--- src/rtl/motor_ramp_pwm_if.sv ---
// Command port of motor_ramp_pwm: one channel's target duty and direction per valid/ready transfer.
interface motor_ramp_pwm_if #(
   parameter int N_CH   = 2,
   parameter int DUTY_W = 10
);
   localparam int CH_W = (N_CH > 1) ? $clog2(N_CH) : 1;

   logic              valid;
   logic              ready;
   logic [CH_W-1:0]   ch;
   logic [DUTY_W-1:0] duty;
   logic              dir;

   modport master (output valid, ch, duty, dir, input ready);
   modport slave  (input valid, ch, duty, dir, output ready);
endinterface

--- src/rtl/motor_ramp_pwm.sv ---
// N-channel motor PWM driver: slew-limited duty ramping, safe reversal through zero, emergency stop.
module motor_ramp_pwm #(
   parameter int N_CH     = 2,
   parameter int DUTY_W   = 10,
   parameter int PERIOD   = 4000,
   parameter int RAMP_DIV = 1000,
   parameter int STEP     = 8
) (
   input  logic                   clk,
   input  logic                   rst_n,
   input  logic                   estop,
   motor_ramp_pwm_if.slave        cmd,
   output logic [N_CH-1:0]        pwm,
   output logic [N_CH-1:0]        dir,
   output logic [N_CH-1:0]        busy
);
   localparam int CH_W   = (N_CH > 1) ? $clog2(N_CH) : 1;
   localparam int CNT_W  = (PERIOD > 1) ? $clog2(PERIOD) : 1;
   localparam int RMP_W  = (RAMP_DIV > 1) ? $clog2(RAMP_DIV) : 1;
   localparam int PROD_W = DUTY_W + $clog2(PERIOD + 1);
   localparam logic [DUTY_W-1:0] STEP_D = DUTY_W'(STEP);

   typedef enum logic [1:0] {IDLE, RAMP, REV} state_t;

   logic [CNT_W-1:0]  per_cnt_q, per_cnt_d;
   logic [RMP_W-1:0]  rmp_cnt_q, rmp_cnt_d;
   logic              rdy_en_q, rdy_en_d;
   logic [DUTY_W-1:0] cur_q [N_CH];
   logic [DUTY_W-1:0] cur_d [N_CH];
   logic [DUTY_W-1:0] tgt_q [N_CH];
   logic [DUTY_W-1:0] tgt_d [N_CH];
   logic [PROD_W-1:0] cmp_q [N_CH];
   logic [PROD_W-1:0] cmp_d [N_CH];
   logic [PROD_W-1:0] cmp_new [N_CH];
   state_t            state_q [N_CH];
   state_t            state_d [N_CH];
   logic [N_CH-1:0]   tdir_q, tdir_d, dir_q, dir_d, pwm_q, pwm_d;
   logic              tick, period_start, cmd_fire;

   always_ff @(posedge clk or negedge rst_n) begin
      if (!rst_n) begin
         per_cnt_q <= '0;
         rmp_cnt_q <= '0;
         rdy_en_q  <= 1'b0;
         tdir_q    <= '0;
         dir_q     <= '0;
         pwm_q     <= '0;
         for (int i = 0; i < N_CH; i++) begin
            cur_q[i]   <= '0;
            tgt_q[i]   <= '0;
            cmp_q[i]   <= '0;
            state_q[i] <= IDLE;
         end
      end else begin
         per_cnt_q <= per_cnt_d;
         rmp_cnt_q <= rmp_cnt_d;
         rdy_en_q  <= rdy_en_d;
         tdir_q    <= tdir_d;
         dir_q     <= dir_d;
         pwm_q     <= pwm_d;
         for (int i = 0; i < N_CH; i++) begin
            cur_q[i]   <= cur_d[i];
            tgt_q[i]   <= tgt_d[i];
            cmp_q[i]   <= cmp_d[i];
            state_q[i] <= state_d[i];
         end
      end
   end

   // Ramp moves use the registered target, so a command landing on a tick only counts from the next tick.
   always_comb begin
      tick         = (rmp_cnt_q == RMP_W'(RAMP_DIV - 1));
      period_start = (per_cnt_q == '0);
      cmd_fire     = cmd.valid && rdy_en_q && !estop;
      per_cnt_d    = (per_cnt_q == CNT_W'(PERIOD - 1)) ? '0 : per_cnt_q + 1'b1;
      rmp_cnt_d    = tick ? '0 : rmp_cnt_q + 1'b1;
      rdy_en_d     = 1'b1;
      tdir_d       = tdir_q;
      dir_d        = dir_q;
      pwm_d        = pwm_q;
      for (int i = 0; i < N_CH; i++) begin
         cur_d[i]   = cur_q[i];
         tgt_d[i]   = tgt_q[i];
         cmp_d[i]   = cmp_q[i];
         cmp_new[i] = (PROD_W'(cur_q[i]) * PROD_W'(PERIOD)) >> DUTY_W;

         if (tick) begin
            unique case (state_q[i])
               RAMP: begin
                  if (tgt_q[i] > cur_q[i])
                     cur_d[i] = ((tgt_q[i] - cur_q[i]) > STEP_D) ? cur_q[i] + STEP_D : tgt_q[i];
                  else
                     cur_d[i] = ((cur_q[i] - tgt_q[i]) > STEP_D) ? cur_q[i] - STEP_D : tgt_q[i];
               end
               REV: begin
                  if (cur_q[i] > STEP_D) begin
                     cur_d[i] = cur_q[i] - STEP_D;
                  end else begin
                     cur_d[i] = '0;
                     dir_d[i] = tdir_q[i];
                  end
               end
               default: ;
            endcase
         end

         if (cmd_fire && (cmd.ch == CH_W'(i))) begin
            tgt_d[i]  = cmd.duty;
            tdir_d[i] = cmd.dir;
         end

         // Compare value only moves at the period boundary so a running pulse is never cut short or stretched.
         if (period_start) begin
            cmp_d[i] = cmp_new[i];
            pwm_d[i] = (cmp_new[i] != '0);
         end else begin
            pwm_d[i] = (PROD_W'(per_cnt_q) < cmp_q[i]);
         end

         if (dir_d[i] != dir_q[i]) begin
            cmp_d[i] = '0;
            pwm_d[i] = 1'b0;
         end

         if (estop) begin
            cur_d[i]  = '0;
            tgt_d[i]  = '0;
            tdir_d[i] = dir_q[i];
            dir_d[i]  = dir_q[i];
            cmp_d[i]  = '0;
            pwm_d[i]  = 1'b0;
         end

         if (dir_d[i] != tdir_d[i])
            state_d[i] = REV;
         else if (cur_d[i] != tgt_d[i])
            state_d[i] = RAMP;
         else
            state_d[i] = IDLE;
      end
   end

   always_comb begin
      cmd.ready = rdy_en_q && !estop;
      pwm       = pwm_q;
      dir       = dir_q;
      for (int i = 0; i < N_CH; i++)
         busy[i] = (state_q[i] != IDLE);
   end

endmodule
--- src/flat_wrapper.sv ---
// flat-port wrapper written by rule: the top's interface ports become plain ports
module motor_ramp_pwm_flat 
#(
   parameter int N_CH     = 2,
   parameter int DUTY_W   = 10,
   parameter int PERIOD   = 4000,
   parameter int RAMP_DIV = 1000,
   parameter int STEP     = 8
)
  (clk, rst_n, estop, pwm, dir, busy, cmd_valid, cmd_ch, cmd_duty, cmd_dir, cmd_ready);
  motor_ramp_pwm_if #(.N_CH(N_CH), .DUTY_W(DUTY_W)) cmd_i ();
  input  logic clk;
  input  logic rst_n;
  input  logic estop;
  output logic [N_CH-1:0] pwm;
  output logic [N_CH-1:0] dir;
  output logic [N_CH-1:0] busy;
  input wire logic [$bits(cmd_i.valid)-1:0] cmd_valid;
  input wire logic [$bits(cmd_i.ch)-1:0] cmd_ch;
  input wire logic [$bits(cmd_i.duty)-1:0] cmd_duty;
  input wire logic [$bits(cmd_i.dir)-1:0] cmd_dir;
  output wire logic [$bits(cmd_i.ready)-1:0] cmd_ready;
  assign cmd_i.valid = cmd_valid;
  assign cmd_i.ch = cmd_ch;
  assign cmd_i.duty = cmd_duty;
  assign cmd_i.dir = cmd_dir;
  assign cmd_ready = cmd_i.ready;
  motor_ramp_pwm #(.N_CH(N_CH), .DUTY_W(DUTY_W), .PERIOD(PERIOD), .RAMP_DIV(RAMP_DIV), .STEP(STEP)) u_core (.clk(clk), .rst_n(rst_n), .estop(estop), .cmd(cmd_i), .pwm(pwm), .dir(dir), .busy(busy));
endmodule
--- config.mk ---
export PLATFORM = sky130hd
export DESIGN_NAME = motor_ramp_pwm_flat
export DESIGN_NICKNAME = d
export VERILOG_FILES = /design/src/rtl/motor_ramp_pwm_if.sv /design/src/rtl/motor_ramp_pwm.sv /design/src/flat_wrapper.sv
export SDC_FILE = /design/constraint.sdc
export NUM_CORES = 1
export LEC_CHECK = 0
export BUFFER_PORTS_ARGS = -buffer_cell sky130_fd_sc_hd__buf_2
export CORE_MARGIN = 8
export CORE_UTILIZATION = 55
export CTS_CLUSTER_DIAMETER = 40
export DETAILED_ROUTE_END_ITERATION = 7
export PLACE_DENSITY = 0.71
export SLEW_MARGIN = 30
export SYNTH_ARGS = -nofsm -noshare
export SYNTH_HDL_FRONTEND = slang
export SYNTH_SLANG_ARGS = --single-unit
--- constraint.sdc ---
create_clock -name clk -period 9.3 [get_ports clk]
set_input_delay 0.465 -clock clk [delete_from_list [all_inputs] [get_ports clk]]
set_output_delay 0.465 -clock clk [all_outputs]
set_load 0.03 [all_outputs]
==> metrics, run 1 <==
status=completed; CTS Buffer Depth=2; Tmin final=~5600 ps; setup TNS=0 ps; Worst EP required=roughly 9500 ps; Power Density=80.3 nW/um^2; Worst Max-Slew Pin Slew=850 ps; fraction of synthesis flops using an asynchronous set or reset pin=1.00; crit share post-route=0.603; CTS resizes=0; largest area contributor in the netlist=dfrtp_1; number of antenna violations at the first check in global routing=0; port buffer count=22; Synth Instances=around 1,400; grt total ovfl=0; diodes inserted=0; Synth top cells by count=inv_1 (174), ha_1 (165), nor2_1 (156); worst relative slew slack=0.431; Core ar.=approximately 22,000 sq um; Synth Warn #=0; vias in the first global route=just over 10,000; TritonCTS Buffers=9; final non-filler cell total=between 1,500 and 2,000; #FFs+latches synth=a little under 100; sequential share of the synthesized area=0.199; post-synthesis cell area=12,200 sq um; Post-DP HPWL=25.7 mm; final hold violations=0; TritonRoute pass-1 iters=5; Cell variety after synth=86; CP Capture Type=register; placed insts=1,713; Die Area=approximately 27,000 sq um; WL final=between 30 and 40 mm; max-cap violation count=0; Syn Area/Cell=roughly 8.4 sq um; Vias per Instance=6.14; Final Skew=about 8.4 ps; largest net degree at the start of global routing=between 60 and 70; DR top layer=met4; IO Pins=23; reg-to-reg slack, setup=3700 ps; Synth Net Count=about 1,700; count leader, synth=inv_1; global-route wire length before repair=~54 mm; DRC violations left=0; GRT Overall Usage=0.247; met2 WL=14.2 mm; Die W=165 um; Starting Density=0.560; Peak supply drop=~0.11 mV; Initial DRC Count=just under 1,000; share of cells above drive strength 1=0.0518; Layout area overhead=5.18%; critical path type=register to register; Metal-1 WL=about 16 mm; met3 wire length=roughly 2.5 mm; Pins Over Slew Limit=0; leak pwr=roughly 0.0060 uW; Routed Antenna Nets=0; Synth top area share=0.199; worst-path maximum fanout=12; CTS sink count=97; Max Fclk=around 180 MHz; Top FF cell, synth=dfrtp_1; Final nets=between 1,500 and 2,000; final design utilization=0.589; Clock Pin Slew Worst Setup and Hold Paths=about 80 ps; via count=~11,000; H-tree Lvls=3; die height=approximately 160 um; fillers=between 1,500 and 2,000; routed len/inst=18.9 um; worst-skew pair later-pin latency=roughly 360 ps; Worst setup SP type=register; postcts setup bufs=0; # setup viols final=0; Post-synth EDFFs=0; # rows=54; crit path DAT=~5800 ps; GPL Wtd Cong=around 1; hold buffer count at CTS=0; CTS tree=built; RSZ-0062 raised after global routing=no; Min-Delay Path Class=input port to async pin; root buf cell=clkbuf_16; Fin Hold WS=approximately 80 ps; Area contributors post-synth=dfrtp_1 (20%), ha_1 (17%), fa_1 (9.9%), inv_1 (5.4%), nor2_1 (4.8%)
==> critical path, stage by stage (launching register included) <==
cell and delay [ps]:
dfrtp_1 600, inv_1 250, ha_1 390, inv_1 140, fa_1 460, fa_1 490
fa_1 520, inv_1 40, ha_1 310, a21oi_1 280, o21ai_1 150, a2111oi_0 610
nor2_1 210, a211o_1 330, a21oi_1 180, xnor2_1 110, nor4b_1 310, a211oi_1 80
==> flip-flops by register name (all words and copies together) (netlist names) <==
register	count
u_core.cmp_q	24
u_core.cur_q	20
u_core.tgt_q	20
u_core.per_cnt_q	12
u_core.rmp_cnt_q	10
u_core.state_q	4
u_core.dir	2
u_core.pwm	2
u_core.tdir_q	2
u_core.rdy_en_q	1
==> final timing paths <==
| check | cells past startpoint | to | from |
|---|---|---|---|
| max | 17 | u_core.pwm[1] | u_core.cur_q[3] |
| max reg2reg | 17 | u_core.pwm[1] | u_core.cur_q[3] |
| min reg2reg | 1 | u_core.rmp_cnt_q[0] | u_core.rmp_cnt_q[0] |
| min in group clk | 3 | u_core.tgt_q[6] | cmd_duty[6] |
| max in group asynchronous | 2 | u_core.tgt_q[10] | rst_n |
| min | 1 | u_core.per_cnt_q[8] | rst_n |
==> layout make-up <==
| cell class | instances | area (sq um) | share of cell area |
|---|---|---|---|
| clock buffer | 10 | 229 | 0.0179 |
| clock inverter | 6 | 52.6 | 0.00410 |
| inverter | 175 | 657 | 0.0513 |
| multi-input combinational | 1131 | 8920 | 0.696 |
| sequential | 97 | 2430 | 0.190 |
| tap | 280 | 350 | 0.0274 |
| timing repair buffer | 30 | 173 | 0.0135 |
==> power by group <==
part / internal (uW) / leakage, uW / switching, uW
Combinational: 77.0 / 0.00459 / 156
Clock: 186 / 0.000131 / 180
Sequential: 425 / 0.00132 / 4.53
Total: 688 / 0.00604 / 340
==> metrics by stage <==
stage | power (uW) | instance area (sq um) | worst slack (ps)
after global routing | 1070 | 12800 | 3270
after CTS | 1030 | 12800 | 3680
after detailed placement | 662 | 12500 | 3720
final | 1030 | 12800 | 3700
after global placement | 662 | 12500 | 3910
after floorplan | 600 | 12200 | 4290
==> logic make-up (layout without fill, tap and decap cells) <==
family          after synthesis  in the layout  share of synthesized area
xor+xnor                     77             77                     0.0554
other cells                   1              1                   0.000308
compound gates              321            321                      0.183
simple gates                467            467                      0.190
fa+ha+maj                   225            225                      0.268
buf+inv                     221            221                     0.0700
mux                          40             40                     0.0335
flops                        97             97                      0.199
==> placed cells by master, fill, tap and decap left out, types with 10 or more instances in the layout <==
cell type / count
ha_1: 165
dfrtp_1: 97
nor2b_1: 22
nand3_1: 39
a21oi_1: 79
nor2_1: 156
nand2_1: 98
nand2b_1: 22
nor4_1: 18
nor3_1: 29
o21ai_0: 51
a211oi_1: 13
o211ai_1: 12
nand4_1: 18
buf_2: 21
a21o_1: 22
xor2_1: 23
inv_1: 174
mux2i_1: 34
xnor2_1: 54
fa_1: 60
and3_1: 10
and2_1: 10
==> per-layer routing <==
layer,GRT usage,up-vias
li1,-,5069
met1,0.359,5120
met2,0.373,391
met3,0.0531,43
met4,0.0438,0
met5,0,-
No activity file was read; power rests on OpenSTA's default activity.
==> run 2: changes to the inputs <==
--- a/config.mk
+++ b/config.mk
@@ -10,7 +10,7 @@
 export CORE_UTILIZATION = 55
 export CTS_CLUSTER_DIAMETER = 40
 export DETAILED_ROUTE_END_ITERATION = 7
-export PLACE_DENSITY = 0.71
+export PLACE_DENSITY = 0.74
 export SLEW_MARGIN = 30
 export SYNTH_ARGS = -nofsm -noshare
 export SYNTH_HDL_FRONTEND = slang
==> constraint.sdc (replaced) <==
create_clock -name clk -period 5 [get_ports clk]
set_input_delay 0.25 -clock clk [delete_from_list [all_inputs] [get_ports clk]]
set_output_delay 0.25 -clock clk [all_outputs]
set_load 0.03 [all_outputs]
==> metrics, run 2 (synthesis results as in run 1) <==
crit share post-route=0.976 (was 0.603); GR peak layer=met2 (unchanged); global-route wire length before repair=54.1 mm (was 53.9 mm); Cell Chain, Critical Path=fa_1 > inv_1 > fa_1 > fa_1 > fa_1 > inv_1 > ha_4 > a21oi_4 > o21ai_2 > a2111oi_2 > buf_4 > nor2_1 > a211o_1 > a21oi_2 > xnor2_1 > nor4b_2 > a211oi_1 (was inv_1 > ha_1 > inv_1 > fa_1 > fa_1 > fa_1 > inv_1 > ha_1 > a21oi_1 > o21ai_1 > a2111oi_0 > nor2_1 > a211o_1 > a21oi_1 > xnor2_1 > nor4b_1 > a211oi_1); CTS tree=built (unchanged); H-tree Lvls=3 (unchanged); Pins Over Slew Limit=0 (unchanged); die height=165 um (unchanged); Clock Pin Slew Worst Setup and Hold Paths=70 ps (was 80 ps); Die Area=27,200 sq um (unchanged); max-cap violation count=0 (unchanged); Routed Antenna Nets=0 (unchanged); Power Density=145 nW/um^2 (was 80.3 nW/um^2); commonest non-fill, non-tap cell in the layout=inv_1 (unchanged); Max Fclk=205 MHz (was 178 MHz); Worst EP required=5220 ps (was 9520 ps); grt total ovfl=0 (unchanged); Post-DP HPWL=25.8 mm (was 25.7 mm); root buf cell=clkbuf_16 (unchanged); internal power=1300 uW (was 688 uW); Most flops, register=u_core.cmp_q (unchanged); Worst Max-Slew Pin Slew=961 ps (was 850 ps); Min-Delay Path Class=input port to register (was input port to async pin); met2 usage=0.379 (was 0.373); final hold violations=0 (unchanged); diodes inserted=0 (unchanged); GRT Overall Usage=0.247 (about the same); Final Skew=10.3 ps (was 8.35 ps); Psw=630 uW (was 340 uW); Final nets=1,731 (was 1,685); Multi-input gate area=9000 sq um (was 8920 sq um); # rows=54 (unchanged); vias in the first global route=10,300 (was 10,200); WL final=33.1 mm (was 32.7 mm); Starting Density=0.560 (unchanged); IO Pins=23 (unchanged); slowest CP cell=fa_1 (was a2111oi_0); leak pwr=0.00628 uW (was 0.00604 uW); port buffer count=22 (unchanged); Peak supply drop=0.159 mV (was 0.114 mV); status=completed (unchanged); Tmin final=4880 ps (was 5600 ps); Core ar.=21,800 sq um (unchanged); fillers=1,951 (was 1,988); Die W=165 um (unchanged); Clk pwr share=0.361 (was 0.355); commonest non-fill, non-tap cells in the layout=inv_1 (167), ha_1 (163), nor2_1 (155) (was inv_1 (174), ha_1 (165), nor2_1 (156)); Layout area overhead=8.89% (was 5.18%); design area=13,300 sq um (was 12,800 sq um); CTS Buffer Depth=2 (unchanged); critical path's largest stage delay=570 ps (was 610 ps); Crit path top cell by count=fa_1; dpl cell area=12,800 sq um (was 12,500 sq um); worst-skew pair later-pin latency=360 ps (about the same); Initial DRC Count=1,097 (was 975); Worst setup SP type=register (unchanged); M1 GR Usage=0.356 (was 0.359); number of antenna violations at the first check in global routing=1 (was 0); final non-filler cell total=1,775 (was 1,729); worst relative slew slack=0.354 (was 0.431); largest registers=u_core.cmp_q x24, u_core.cur_q x20, u_core.tgt_q x20 (unchanged); placed insts=1,751 (was 1,713); via count=10,900 (was 10,600); worst-path maximum fanout=5 (was 12); # setup viols final=0 (unchanged); Vias per Instance=6.12 (was 6.14); M3 GR Usage=0.0444 (was 0.0531); overall power=1930 uW (was 1030 uW); CP Capture Type=register (unchanged); Switching Share=0.327 (was 0.331); max reg flops=24 (unchanged); share of cells above drive strength 1=0.0970 (was 0.0518); sequential power share=0.415 (was 0.418); critical path type=register to register (unchanged); GPL Wtd Cong=0.972 (was 0.976); TritonRoute pass-1 iters=8 (was 5); routed len/inst=18.6 um (was 18.9 um); Register Area=2430 sq um (about the same); DRC violations left=0 (unchanged); largest net degree at the start of global routing=73 (was 61); Comb pwr share=0.224 (was 0.227); TritonCTS Buffers=9 (unchanged); CTS sink count=97 (unchanged); crit path DAT=5090 ps (was 5830 ps)
==> run 2: through the flow <==
stage | setup slack, ps | hold WS, ps | util | setup TNS (ps)
after floorplan | 19.4 | -45.6 | - | 0
after global placement | 70.4 | 179 | 0.589 | 0
after detailed placement | -142 | 184 | 0.589 | -142
after CTS | 7.07 | 191 | 0.603 | 0
after global routing | -66.6 | 204 | 0.609 | -123
final | 122 | 189 | 0.609 | 0
==> run 2: worst paths after layout <==
check,startpoint,endpoint,slack (ps),depth (start not counted)
setup / recovery,u_core.cur_q[1],u_core.pwm[1],120,17
hold / removal,cmd_duty[2],u_core.tgt_q[2],190,3
setup reg to reg,u_core.cur_q[1],u_core.pwm[1],120,17
hold reg to reg,u_core.rmp_cnt_q[0],u_core.rmp_cnt_q[0],480,1
max in group asynchronous,rst_n,u_core.cur_q[10],3620,3
min in group asynchronous,rst_n,u_core.cmp_q[28],340,2
==> run 2: layer usage <==
| metal | wire length (um) | vias up |
|---|---|---|
| met1 | 15500 | 5225 |
| met5 | 13 | - |
| met4 | 603 | 2 |
| li1 | - | 5161 |
| met2 | 14500 | 427 |
| met3 | 2500 | 49 |
==> run 2: power by group through the flow <==
| stage | clock network (uW) | logic (uW) | registers [uW] |
|---|---|---|---|
| floorplan | 0 | 304 | 812 |
| global placement | 0 | 416 | 814 |
| detailed placement | 0 | 416 | 814 |
| CTS | 705 | 420 | 799 |
| global route | 735 | 469 | 799 |
| finish | 694 | 432 | 799 |
==> run 2: timing repair <==
| action | CTS | global route |
|---|---|---|
| pin swaps | 0 | 15 |
| resized for setup | 3 | 26 |
| setup endpoints to repair | 1 | 3 |
| endpoints found under the hold margin | 25 | 0 |
| gates cloned | 0 | 0 |
| setup buffers | 0 | 7 |
| hold buffers | 1 | 0 |
==> run 2: cell type report <==
cell class | instances | area share
multi-input combinational | 1131 | 0.679
inverter | 175 | 0.0497
timing repair buffer | 76 | 0.0395
clock inverter | 6 | 0.00378
clock buffer | 10 | 0.0180
sequential | 97 | 0.183
tap | 280 | 0.0264
==> run 2: critical path, delay by kind of cell, from the launching register on <==
family,cells,cell delay [ps]
flip-flops,1,440
buffers and inverters,3,300
XOR/XNOR,1,100
AO/OA/AOI/OAI,6,1240
AND/OR/NAND/NOR,2,310
adder cells (fa/ha/maj),5,2330
